**config.mk**
```make
export PLATFORM = sky130hd
export DESIGN_NAME = score_display_mux
export DESIGN_NICKNAME = d
export VERILOG_FILES = /design/src/rtl/seg_pkg.sv /design/src/rtl/seg_decoder.sv /design/src/rtl/score_display_mux.sv
export SDC_FILE = /design/constraint.sdc
export NUM_CORES = 1
export LEC_CHECK = 0
export ABC_AREA = 1
export BUFFER_PORTS_ARGS = -buffer_cell sky130_fd_sc_hd__buf_2
export CAP_MARGIN = 20
export CORE_MARGIN = 2
export CORE_UTILIZATION = 45
export CTS_BUF_LIST = sky130_fd_sc_hd__clkbuf_8
export DETAILED_ROUTE_END_ITERATION = 8
export GPL_ROUTABILITY_DRIVEN = 0
export HOLD_SLACK_MARGIN = 0.06
export PLACE_DENSITY = 0.61
export SYNTH_ARGS = -nofsm -noshare
export SYNTH_HDL_FRONTEND = slang
export SYNTH_SLANG_ARGS = --single-unit
```
**constraint.sdc**
```tcl
create_clock -name segclk -period 6.2 [get_ports segclk]
set_input_delay 0.31 -clock segclk [delete_from_list [all_inputs] [get_ports segclk]]
set_output_delay 0.31 -clock segclk [all_outputs]
set_load 0.01 [all_outputs]
```
**src/rtl/seg_pkg.sv**
```systemverilog
// Shared 7-segment definitions: active-low glyph patterns {g,f,e,d,c,b,a},
// the blink phase type and a small power-of-ten helper.
package seg_pkg;

  localparam int SEG_W = 7;

  localparam logic [SEG_W-1:0] SEG_0     = 7'b1000000;
  localparam logic [SEG_W-1:0] SEG_1     = 7'b1111001;
  localparam logic [SEG_W-1:0] SEG_2     = 7'b0100100;
  localparam logic [SEG_W-1:0] SEG_3     = 7'b0110000;
  localparam logic [SEG_W-1:0] SEG_4     = 7'b0011001;
  localparam logic [SEG_W-1:0] SEG_5     = 7'b0010010;
  localparam logic [SEG_W-1:0] SEG_6     = 7'b0000010;
  localparam logic [SEG_W-1:0] SEG_7     = 7'b1111000;
  localparam logic [SEG_W-1:0] SEG_8     = 7'b0000000;
  localparam logic [SEG_W-1:0] SEG_9     = 7'b0010000;
  localparam logic [SEG_W-1:0] SEG_DASH  = 7'b0111111;
  localparam logic [SEG_W-1:0] SEG_BLANK = 7'b1111111;

  typedef enum logic {
    PHASE_OFF = 1'b0,
    PHASE_ON  = 1'b1
  } blink_phase_e;

  // Only ever called with elaboration-time exponents.
  function automatic int unsigned pow10(input int e);
    int unsigned p;
    p = 1;
    for (int i = 0; i < e; i++) p = p * 10;
    return p;
  endfunction

endpackage

```
**src/rtl/seg_decoder.sv**
```systemverilog
// BCD digit to active-low 7-segment pattern; blank wins over dash, dash over digit.
module seg_decoder
  import seg_pkg::*;
(
  input  logic [3:0]       bcd,
  input  logic             dash,
  input  logic             blank,
  output logic [SEG_W-1:0] seg
);

  // NOTE: every output of an always_comb gets a value before any branch, so no latch can be inferred.
  always_comb begin
    seg = SEG_BLANK;
    if (blank) begin
      seg = SEG_BLANK;
    end else if (dash) begin
      seg = SEG_DASH;
    end else begin
      case (bcd)
        4'd0:    seg = SEG_0;
        4'd1:    seg = SEG_1;
        4'd2:    seg = SEG_2;
        4'd3:    seg = SEG_3;
        4'd4:    seg = SEG_4;
        4'd5:    seg = SEG_5;
        4'd6:    seg = SEG_6;
        4'd7:    seg = SEG_7;
        4'd8:    seg = SEG_8;
        4'd9:    seg = SEG_9;
        default: seg = SEG_BLANK;
      endcase
    end
  end

endmodule

```
**src/rtl/score_display_mux.sv**
```systemverilog
// Two-player multiplexed common-anode 7-segment driver: per-digit dwell, frame-coherent
// score latching, leading-zero blanking, overflow dashes and per-player blink.
module score_display_mux
  import seg_pkg::*;
#(
  parameter int DIGITS_PER_PLAYER = 2,
  parameter int SCORE_W           = 7,
  parameter int DWELL             = 1,
  parameter int BLINK_FRAMES      = 64,
  parameter int LZB               = 1
) (
  input  logic                           segclk,
  input  logic                           clr,
  input  logic [SCORE_W-1:0]             p1,
  input  logic [SCORE_W-1:0]             p2,
  input  logic [1:0]                     blink_en,
  input  logic                           blank,
  output logic [SEG_W-1:0]               seg,
  output logic [2*DIGITS_PER_PLAYER-1:0] an
);

  localparam int D          = DIGITS_PER_PLAYER;
  localparam int NUM_DIGITS = 2 * D;
  localparam int IDX_W      = $clog2(NUM_DIGITS);
  localparam int DW_W       = $clog2(DWELL + 1);
  localparam int FR_W       = $clog2(BLINK_FRAMES + 1);
  localparam logic [NUM_DIGITS-1:0] AN_LEFT = NUM_DIGITS'(1) << (NUM_DIGITS - 1);

  logic [IDX_W-1:0]   idx;
  logic [DW_W-1:0]    dwell_cnt;
  logic [FR_W-1:0]    frame_cnt;
  blink_phase_e       phase;
  logic               fresh;
  logic [SCORE_W-1:0] p1_sh, p2_sh;

  logic               slot_end, frame_end;
  logic [SCORE_W-1:0] p1_val, p2_val;
  logic [D-1:0][3:0]  p1_bcd, p2_bcd;
  logic [D-1:0]       p1_lz, p2_lz;
  logic               p1_ovf, p2_ovf;
  logic               sel_p2;
  logic [3:0]         cur_bcd;
  logic               cur_lz, cur_ovf, blink_off, dark;
  logic [SEG_W-1:0]   seg_next;
  logic [NUM_DIGITS-1:0] an_next;

  assign slot_end  = (dwell_cnt == DW_W'(DWELL - 1));
  assign frame_end = slot_end && (idx == IDX_W'(NUM_DIGITS - 1));

  // On the first cycle after reset the shadows are loaded and displayed at the same edge.
  assign p1_val = fresh ? p1 : p1_sh;
  assign p2_val = fresh ? p2 : p2_sh;

  assign p1_ovf = 32'(p1_val) > (pow10(D) - 1);
  assign p2_ovf = 32'(p2_val) > (pow10(D) - 1);

  // Arrays are indexed by decimal exponent: [0] is the units digit.
  always_comb begin
    p1_bcd = '0;
    p2_bcd = '0;
    p1_lz  = '0;
    p2_lz  = '0;
    for (int k = 0; k < D; k++) begin
      p1_bcd[k] = 4'((32'(p1_val) / pow10(k)) % 10);
      p2_bcd[k] = 4'((32'(p2_val) / pow10(k)) % 10);
      p1_lz[k]  = (k != 0) && (32'(p1_val) < pow10(k));
      p2_lz[k]  = (k != 0) && (32'(p2_val) < pow10(k));
    end
  end

  always_comb begin
    sel_p2  = int'(idx) >= D;
    cur_bcd = '0;
    cur_lz  = 1'b0;
    for (int k = 0; k < D; k++) begin
      if (int'(idx) == D - 1 - k) begin
        cur_bcd = p1_bcd[k];
        cur_lz  = p1_lz[k];
      end
      if (int'(idx) == 2 * D - 1 - k) begin
        cur_bcd = p2_bcd[k];
        cur_lz  = p2_lz[k];
      end
    end
    cur_ovf   = sel_p2 ? p2_ovf : p1_ovf;
    blink_off = (phase == PHASE_OFF) && (sel_p2 ? blink_en[1] : blink_en[0]);
    dark      = blank || blink_off || (!cur_ovf && (LZB != 0) && cur_lz);
    an_next   = dark ? '1 : ~(AN_LEFT >> idx);
  end

  seg_decoder u_dec (
    .bcd   (cur_bcd),
    .dash  (cur_ovf),
    .blank (dark),
    .seg   (seg_next)
  );

  // NOTE: sequential state uses non-blocking assignments so every register samples pre-edge values.
  always_ff @(posedge segclk) begin
    if (clr) begin
      idx       <= '0;
      dwell_cnt <= '0;
      frame_cnt <= '0;
      phase     <= PHASE_ON;
      fresh     <= 1'b1;
      p1_sh     <= '0;
      p2_sh     <= '0;
      seg       <= SEG_BLANK;
      an        <= '1;
    end else begin
      fresh <= 1'b0;
      seg   <= seg_next;
      an    <= an_next;

      if (fresh || frame_end) begin
        p1_sh <= p1;
        p2_sh <= p2;
      end

      if (slot_end) begin
        dwell_cnt <= '0;
        idx       <= frame_end ? '0 : idx + 1'b1;
      end else begin
        dwell_cnt <= dwell_cnt + 1'b1;
      end

      if (frame_end) begin
        if (frame_cnt == FR_W'(BLINK_FRAMES - 1)) begin
          frame_cnt <= '0;
          phase     <= (phase == PHASE_ON) ? PHASE_OFF : PHASE_ON;
        end else begin
          frame_cnt <= frame_cnt + 1'b1;
        end
      end
    end
  end

endmodule

```
==> results of run 1 <==
power breakdown:
group	leakage, nW	switching, mW	total [mW]	internal [mW]
Combinational	1.32	0.229	0.350	0.121
Sequential	0.305	0.00842	0.262	0.254
Clock	0.0574	0.0895	0.220	0.131
Total	1.68	0.327	0.833	0.506
worst max-delay path: cells and delay by family, from the launching register on:
kind / cells / cell delay [ns]
DFF: 1 / 0.79
adders and majority gates: 2 / 0.55
and+or+nand+nor: 18 / 1.76
AOI/OAI and AO/OA: 3 / 0.61
buffers and inverters: 2 / 0.35
kinds of logic after synthesis:
logic type	count (synthesis)	synth area share, %
simple gates	252	42.6
buf+inv	80	10.7
compound gates	72	14.6
flops	37	24.8
fa+ha+maj	14	5.86
xor+xnor	5	1.46
other cells	1	0.125
registers in the layout, summed over array words and instances, names as in the netlist:
| register | flops |
|---|---|
| an | 4 |
| dwell_cnt | 1 |
| frame_cnt | 7 |
| fresh | 1 |
| idx | 2 |
| p1_sh | 7 |
| p2_sh | 7 |
| phase | 1 |
| seg | 7 |
placed cells by master, fill, tap and decap left out, types with 2 or more instances in the layout:
cell type / n
a21oi_1: 25
o21ai_0: 28
o211ai_1: 3
a211oi_1: 2
dfxtp_1: 37
nand3b_1: 3
clkbuf_8: 6
nor2_1: 22
nand2_4: 4
nand2_1: 123
xor2_1: 4
nor2_4: 3
buf_2: 29
nand4_1: 13
nand2_2: 28
inv_1: 61
inv_2: 10
nand3_2: 10
nand3_1: 38
o21bai_1: 2
a21oi_2: 2
ha_1: 14
o21ai_1: 3
through the flow:
stage / hold WS [ns] / setup slack (ns) / cell area, µm² / utilization [%]
finish: 0.252 / 2.08 / 3300 / 51.7
global route: 0.235 / 1.57 / 3300 / 51.7
CTS: 0.242 / 2.07 / 3300 / 51.7
detailed placement: 0.438 / 2.10 / 3180 / 49.9
global placement: 0.433 / 2.16 / 3180 / 49.9
floorplan: 0.338 / 3.03 / 2990 / -
metal layers:
| metal | part of all wire, % | vias up |
|---|---|---|
| met5 | 0 | - |
| met4 | 1.1 | 0 |
| met3 | 2.7 | 8 |
| met2 | 48 | 44 |
| met1 | 48 | 1292 |
| li1 | - | 1546 |
path summary, 6_finish.rpt:
check,depth (start not counted),to,start
worst max register to register,25,seg[3]$_SDFF_PP1_,fresh$_DFF_P_
worst min-delay path,1,fresh$_DFF_P_,clr
worst max-delay path,25,seg[3]$_SDFF_PP1_,fresh$_DFF_P_
worst min register to register,2,frame_cnt[6]$_SDFFE_PP0P_,frame_cnt[6]$_SDFFE_PP0P_
layout make-up:
type | count | area [µm²] | area share, %
clock buffer | 6 | 82.6 | 2.50
multi-input combinational | 344 | 1930 | 58.5
clock inverter | 2 | 37.5 | 1.14
tap | 77 | 96.3 | 2.92
timing repair buffer | 29 | 145 | 4.39
inverter | 72 | 270 | 8.18
sequential | 37 | 741 | 22.4
==> metrics.cfg, run 1 <==
[die]
ios = 30
fp.dieW_um = 85.5
rows = 29
floorplan.initialDensity_pct = 46.8
die_area_mm2 = 0.00732
core_area_mm2 = 0.00639
die-height_um = 85.5

[sta]
slew_headroom_pct = 52.0
fmax_mhz = 243
rsz0062_at_grt = false
period_share_pct = 66.5
hold_viol = 0
tns_ns = 0
setup_viol = 0
final_max_slew_viol_count = 0
max_slew.worst_pin.slew_ns = 0.718
period_minus_slack_ns = 4.12
skew_ns = 0.0112

[drt]
wirelength_um = 6550
drt_iter0_markers = 125
first_pass_iters = 5
ant_nets = 0
route.detailed.drc = 0
vias = 2890
via_per_inst = 5.10
wl_per_cell_um = 11.5

[power]
power_density_mw_per_mm2 = 252
power_leakage_nw = 1.68
power_uw = 833
ir_drop_uv = 118

[global_routing]
grt_pass1_wl_um = 11600
grt.total_usage_pct = 19.3
antenna_found_initial = 0
grt_pass1_vias = 2762
grt_use_met1_pct = 24.2
busiest_layer = met2
grt.met3_usage_pct = 2.89
use_met2_pct = 34.4
grt_max_degree = 27
grt_overflow_total = 0

[layout]
layout-drive-gt1-share_pct = 20.8
area_delta_synth_final_pct = 10.5
antenna_cells = 0
fillers = 658
nNetsFinal = 522
final_cells = 567

[synthesis]
yosys_warnings = 0
synth_top_area_cell = dfxtp_1
synthTopCellsByCount = nand2_1 (123), inv_1 (61), nand3_1 (38)
ys_ff_latch = 37
synth.avg_cell_area_um2 = 6.49
synth_cells = 461
synth.distinct_cells = 42
ys_seq_area_share_pct = 24.8
synth_top_area_share_pct = 24.8
synth_area_leaders = dfxtp_1 (25%), nand2_1 (15%), inv_1 (7.7%)
synth-async-reset-ratio_pct = 0
netlist_area_mm2 = 0.00299
synth-edff-count = 0
yosysMostFrequentCell = nand2_1
synth_ff_type = dfxtp_1
synth_fp_nets = 494

[clock_tree]
clock_latency_ns = 0.29
numCtsBuffers = 5
cts_resized = 0
clk_pin_slew_ns = 0.08
cts_max_level = 2
cts_sinks = 37
cts_setup_buffers = 0
holdBufCountCts = 0
cts_tree = built
cts_buffer_depth = 2
cts_root_buf = clkbuf_8

[worst_setup_path]
cp.arrival_ns = 4.36
crit_path_frequent_cell = nand2_1
crit_fanout = 24
crit_type = reg -> reg
max_stage_delay_ns = 0.79
regToRegSetupSlack_ns = 2.08
cp_data_required_time_ns = 6.44
end_kind = flip-flop
critPathSlowestCell = dfxtp_1
cp-start-kind = flip-flop

[hold_path]
hold_path.class = in -> reg

[place]
dp_hpwl_um = 5170
port-buffer-count = 29
dpl.cell_count = 559

[status]
status = finished, final reports clean

[flow_run]
maxCapViolCount = 0

No activity file was read; power rests on OpenSTA's default activity.
==> run 2: changes to the inputs <==
==> constraint.sdc (replaced) <==
create_clock -name segclk -period 3.85 [get_ports segclk]
set_input_delay 0.1925 -clock segclk [delete_from_list [all_inputs] [get_ports segclk]]
set_output_delay 0.1925 -clock segclk [all_outputs]
set_load 0.01 [all_outputs]
==> run 2 against run 1 <==
  * Sequential share of layout area is 0.26 points lower
  * Utilization is 0.71 points higher
  * Maximum frequency up 18%
  * Die area unchanged
  * Worst hold slack worse by 0.15 ns
  * Combinational power increased by 68%
  * Global-route usage rose by 0.45 points
  * Register-to-register slack got worse by 1.7 ns
  * First-iteration DRC count decreased by 38%
  * Critical path type unchanged
  * Largest cell class unchanged
  * Largest power group unchanged
==> metrics.cfg, run 2 (synthesis results as in run 1) <==
[hold_path]
hold_path.class = in -> reg
hp-start = clr
hold_depth = 1
hold_end = fresh$_DFF_P_

[place]
port-buffer-count = 29
dp_hpwl_um = 5200
post-place-ws_ns = 0.250

[sta]
final_max_slew_viol_count = 0
period_minus_slack_ns = 3.48
setup_viol = 0
setup_slack_ns = 0.370
fmax_mhz = 287
slew_headroom_pct = 48.6
period_share_pct = 90.4
max_slew.worst_pin.slew_ns = 0.764
skew_ns = 0.00917
hold_viol = 0

[die]
core_area_mm2 = 0.00639
floorplan.initialDensity_pct = 46.8
rows = 29
die_area_mm2 = 0.00732
ios = 30
fp.dieW_um = 85.5
die-height_um = 85.5

[worst_setup_path]
r2r_cells = 25
crit_fanout = 23
cp-start-kind = flip-flop
max_stage_delay_ns = 0.38
startpoint = fresh$_DFF_P_
reg2reg_to = seg[3]$_SDFF_PP1_
cp_data_required_time_ns = 4.10
critPathSlowestCell = dfxtp_2
cp.arrival_ns = 3.73
crit_path_frequent_cell = nand2_1
end_kind = flip-flop
crit_type = reg -> reg
regToRegSetupSlack_ns = 0.37
r2r_start = fresh$_DFF_P_

[clock_tree]
cts_tree = built
cts_sinks = 37
clk_pin_slew_ns = 0.08
clock_latency_ns = 0.30
cts_root_buf = clkbuf_8
cts_max_level = 2
numCtsBuffers = 5
cts_buffer_depth = 2

[layout]
nNetsFinal = 525
antenna_cells = 0
layout-drive-gt1-share_pct = 22.3
final_core_util_pct = 52.4
area_delta_synth_final_pct = 12.0
mostFrequentLayoutCell = nand2_1
fillers = 681
final_cell_mix = nand2_1 (120), inv_1 (61), nand3_1 (38)
multiInputGateArea_mm2 = 0.00196
regArea_um2 = 742

[global_routing]
antenna_found_initial = 0
grt_overflow_total = 0
grt.total_usage_pct = 19.8
grt_max_degree = 27
grt_pass1_wl_um = 11900
grt_pass1_vias = 2739

[power]
power_density_mw_per_mm2 = 389
power_leakage_nw = 1.69
ir_drop_uv = 241
power_mw = 1.30

[drt]
via_per_inst = 5.00
wirelength_um = 6590
vias = 2849
wl_per_cell_um = 11.6
ant_nets = 0
route.detailed.drc = 0
drt_iter0_markers = 77
first_pass_iters = 4

[status]
status = finished, final reports clean

[flow_run]
maxCapViolCount = 0

[run 2: cell types whose count changed in the layout (fill, tap and decap cells not counted), sizes merged]
cell,change
clkbuf,-1
inv,+1
bufinv,-1
clkinv,+1
buf,+3
[run 2: per-stage QoR]
| step | hold WS (ns) | cells | setup TNS (ns) | area, µm² |
|---|---|---|---|---|
| finish | 0.0986 | 570 | 0 | 3350 |
| global route | 0.103 | 570 | -0.000256 | 3350 |
| CTS | 0.106 | 568 | 0 | 3290 |
| detailed placement | 0.431 | 560 | 0 | 3190 |
| global placement | 0.431 | 560 | 0 | 3190 |
| floorplan | 0.220 | 461 | 0 | 2990 |
[run 2: worst max path at each step]
| stage | end | slack [ns] | depth (start not counted) |
|---|---|---|---|
| after global routing | seg[6]$_SDFF_PP1_ | -0.0003 | 26 |
| after detailed placement | seg[3]$_SDFF_PP1_ | 0.25 | 25 |
| after global placement | seg[3]$_SDFF_PP1_ | 0.33 | 25 |
| after CTS | seg[3]$_SDFF_PP1_ | 0.22 | 25 |
| final | seg[3]$_SDFF_PP1_ | 0.37 | 25 |
| after floorplan | seg[3]$_SDFF_PP1_ | 0.68 | 25 |
[run 2: where the power goes]
group / internal (mW) / switching (mW) / total [mW]
clock: 0.131 / 0.166 / 0.297
sequential: 0.409 / 0.0110 / 0.420
combinational: 0.207 / 0.380 / 0.587
[run 2: timing repair]
item | 4_1_cts | 5_1_grt
hold buffers | 0 | 0
buffers inserted | 0 | 2
resized for setup | 0 | 13
setup endpoints to repair | 0 | 7
endpoints found under the hold margin | 0 | 0
[run 2: cell type report]
type	count	area share (%)
flip-flops and latches	37	22.2
inverters	72	8.14
repair buffers	32	5.38
clock buffers	5	2.05
well taps	77	2.88
clock inverters	3	0.747
multi-input cells	344	58.6
[run 2: metal layers]
metal,vias to the layer above,GRT usage [%],share of wire [%]
li1,1550,-,-
met1,1254,25.3,49
met2,40,34.2,47
met3,5,3.75,3.2
met4,0,4.91,0.73
met5,-,0,0
[run 2: worst max-delay path, delay by kind of cell (launching register included)]
kind	cells	cell delay, ns
AOI/OAI and AO/OA	3	0.56
DFF	1	0.38
and+or+nand+nor	18	1.62
buffers and inverters	2	0.23
adders and majority gates	2	0.61
==> run 3: changes to the inputs <==
--- a/config.mk
+++ b/config.mk
@@ -5,16 +5,15 @@
 export SDC_FILE = /design/constraint.sdc
 export NUM_CORES = 1
 export LEC_CHECK = 0
-export ABC_AREA = 1
 export BUFFER_PORTS_ARGS = -buffer_cell sky130_fd_sc_hd__buf_2
 export CAP_MARGIN = 20
 export CORE_MARGIN = 2
 export CORE_UTILIZATION = 45
-export CTS_BUF_LIST = sky130_fd_sc_hd__clkbuf_8
+export CTS_BUF_LIST = sky130_fd_sc_hd__clkbuf_4 sky130_fd_sc_hd__clkbuf_8 sky130_fd_sc_hd__clkbuf_16
 export DETAILED_ROUTE_END_ITERATION = 8
 export GPL_ROUTABILITY_DRIVEN = 0
 export HOLD_SLACK_MARGIN = 0.06
-export PLACE_DENSITY = 0.61
+export PLACE_DENSITY = 0.6
 export SYNTH_ARGS = -nofsm -noshare
 export SYNTH_HDL_FRONTEND = slang
 export SYNTH_SLANG_ARGS = --single-unit
==> run 3 against run 2 <==
  * The run now ends with setup timing left
  * Worst setup slack lost 0.38 ns
  * First-iteration DRC count grew 120%
  * Global-route usage grew 2.8 points
  * Register-to-register slack lost 0.38 ns
  * Count of clock-buffer cells in the layout is the same
  * Sequential share of layout area shrank 3.7 points
==> metrics.cfg, run 3 <==
[global_routing]
grt_pass1_vias = 3041
busiest_layer = met2
grt.met3_usage_pct = 3.20
grt.total_usage_pct = 22.6
grt_use_met1_pct = 30.3
grt_pass1_wl_um = 14000
antenna_found_initial = 0
grt_max_degree = 27
grt_overflow_total = 0
use_met2_pct = 38.0

[sta]
rsz0062_at_grt = true
period_share_pct = 100
setup_slack_ns = -0.00831
period_minus_slack_ns = 3.86
hold_viol = 0
slew_headroom_pct = 38.2
timing.hold.ws_ns = 0.166
setup_viol = 2
max_slew.worst_pin.slew_ns = 0.924
fmax_mhz = 259
final_max_slew_viol_count = 0
tns_ns = -0.0133
skew_ns = 0.00842

[layout]
fin_area_mm2 = 0.00403
fillers = 617
nNetsFinal = 507
antenna_cells = 0
area_delta_synth_final_pct = 28.1
layout-drive-gt1-share_pct = 33.1
mostFrequentLayoutCell = buf_4
final_cell_mix = buf_4 (58), nand2_1 (55), dfxtp_1 (36)

[synthesis]
synth.avg_cell_area_um2 = 7.89
yosysMostFrequentCell = nand2_1
yosys_warnings = 0
ys_seq_area_share_pct = 23.5
synth_area_leaders = dfxtp_1 (24%), nand2_1 (6.6%), ha_1 (5.6%)
synth-async-reset-ratio_pct = 0
ys_ff_latch = 37
synth_top_area_share_pct = 23.5
synth_fp_nets = 432
synthTopCellsByCount = nand2_1 (55), dfxtp_1 (37), nor2_1 (33)
synth_ff_type = dfxtp_1
synth_top_area_cell = dfxtp_1
synth.distinct_cells = 76
synth-edff-count = 0
synth_cells = 399
netlist_area_mm2 = 0.00315

[hold_path]
hold_end = p2_sh[2]$_SDFFE_PP0P_
hold_depth = 3
hp-start = p2[2]
hold_path.class = in -> reg

[drt]
route.detailed.drc = 0
ant_nets = 0
wl_per_cell_um = 14.7
first_pass_iters = 5
wirelength_um = 8400
vias = 3218
drt_iter0_markers = 166
via_per_inst = 5.65

[worst_setup_path]
r2r_cells = 17
end_kind = flip-flop
regToRegSetupSlack_ns = -0.008
cp_data_required_time_ns = 4.05
reg2reg_to = seg[6]$_SDFF_PP1_
crit_fanout = 5
crit_type = reg -> reg
cp.arrival_ns = 4.05
r2r_start = fresh$_DFF_P_
cp-start-kind = flip-flop

[die]
die-height_um = 87.7
die_area_mm2 = 0.00768
core_area_mm2 = 0.00679
fp.dieW_um = 87.7
floorplan.initialDensity_pct = 46.4
rows = 30
ios = 30

[status]
violations = setup timing
status = finished, violations left

[power]
power_leakage_nw = 1.60
swShare_pct = 35.8
combPwrFrac_pct = 47.3
clkPwrFrac_pct = 22.8
p_int_uw = 901
seqPwrFrac_pct = 29.9
switchingPower_uw = 502
power_density_mw_per_mm2 = 348
ir_drop_uv = 150

[place]
placed_area_mm2 = 0.00383
dp_hpwl_um = 6310
post-place-ws_ns = -0.0913
port-buffer-count = 29

[clock_tree]
cts_buffer_depth = 2
clk_pin_slew_ns = 0.07
numCtsBuffers = 5
cts_sinks = 37
cts_tree = built
holdBufCountCts = 0
cts_root_buf = clkbuf_8
cts_max_level = 2
clock_latency_ns = 0.28

[flow_run]
maxCapViolCount = 0

run 3: cell types whose count changed after synthesis, moves of 7 or more:
cell     change
nand3_2     -10
nand3_1     -30
nand2_2     -27
nor2_1      +11
mux2i_1      +9
nand2_1     -68
nor3_1      +17
nand4_1      -7
inv_1       -50
inv_2        -8
mux2_2       +9
run 3: kinds of logic after synthesis:
family | after synthesis | share of synthesized area (%)
AOI/OAI and AO/OA | 126 | 28.3
xor gates and xnor gates | 8 | 2.22
adders and majority gates | 16 | 6.24
buffers and inverters | 32 | 4.97
DFF | 37 | 23.5
muxes | 27 | 11.8
other | 1 | 0.119
and+or+nand+nor | 152 | 22.9
run 3: repair_timing:
| action | in CTS | in global routing |
|---|---|---|
| resized for setup | 3 | 12 |
| endpoints found under the hold margin | 0 | 0 |
| cloned | 0 | 0 |
| pin swaps | 7 | 8 |
| setup endpoints to repair | 6 | 7 |
| setup buffers | 2 | 2 |
run 3: worst max path at each step:
stage                        startpoint           endpoint  slack (ns)  cells after the start
after floorplan           fresh$_DFF_P_  seg[6]$_SDFF_PP1_        -0.1                     18
after CTS                 fresh$_DFF_P_  seg[6]$_SDFF_PP1_       0.009                     17
after detailed placement  fresh$_DFF_P_  seg[5]$_SDFF_PP1_       -0.09                     17
after global routing      fresh$_DFF_P_  seg[4]$_SDFF_PP1_       -0.26                     18
final                     fresh$_DFF_P_  seg[6]$_SDFF_PP1_      -0.008                     17
after global placement    fresh$_DFF_P_  seg[3]$_SDFF_PP1_      -0.009                     17
run 3: area by class of cell:
| class | count | area [µm²] | area share (%) |
|---|---|---|---|
| Clock buffer | 5 | 68.8 | 1.71 |
| Timing Repair Buffer | 87 | 581 | 14.4 |
| Tap cell | 96 | 120 | 2.98 |
| Sequential cell | 37 | 744 | 18.5 |
| Inverter | 13 | 48.8 | 1.21 |
| Clock inverter | 2 | 35.0 | 0.868 |
| Multi-Input combinational cell | 330 | 2440 | 60.4 |
run 3: routing by layer:
layer / up-vias / part of all wire [%]
li1: 1628 / -
met1: 1494 / 47
met2: 80 / 49
met3: 16 / 3.1
met4: 0 / 1.4
met5: - / 0
run 3: per-stage QoR:
stage	std cells	total power [mW]	utilization (%)
2_1_floorplan	399	0.834	-
3_3_place_gp	559	1.04	56.3
3_5_place_dp	559	1.05	56.3
4_1_cts	568	1.38	58.3
5_1_grt	570	1.50	59.4
6_report	570	1.40	59.4
run 3: power by group through the flow:
stage	Clock, mW	Sequential [mW]	Combinational (mW)
global route	0.352	0.422	0.726
finish	0.321	0.419	0.663
floorplan	0	0.433	0.401
global placement	0	0.428	0.611
detailed placement	0	0.429	0.617
CTS	0.336	0.419	0.626
run 3: worst max-delay path: stages (launching register included):
cell      delay, ns
dfxtp_4        0.38
mux2_4         0.32
nor2_4         0.11
inv_2          0.05
ha_4           0.27
nand2b_4       0.14
o31ai_4        0.07
a221oi_2       0.33
o21bai_1       0.15
o21ai_2        0.24
nor2_4         0.08
xnor2_2        0.14
ha_1           0.31
nand2b_4       0.16
o311a_4        0.33
a31o_4         0.23
and3_4         0.17
o41ai_2        0.29
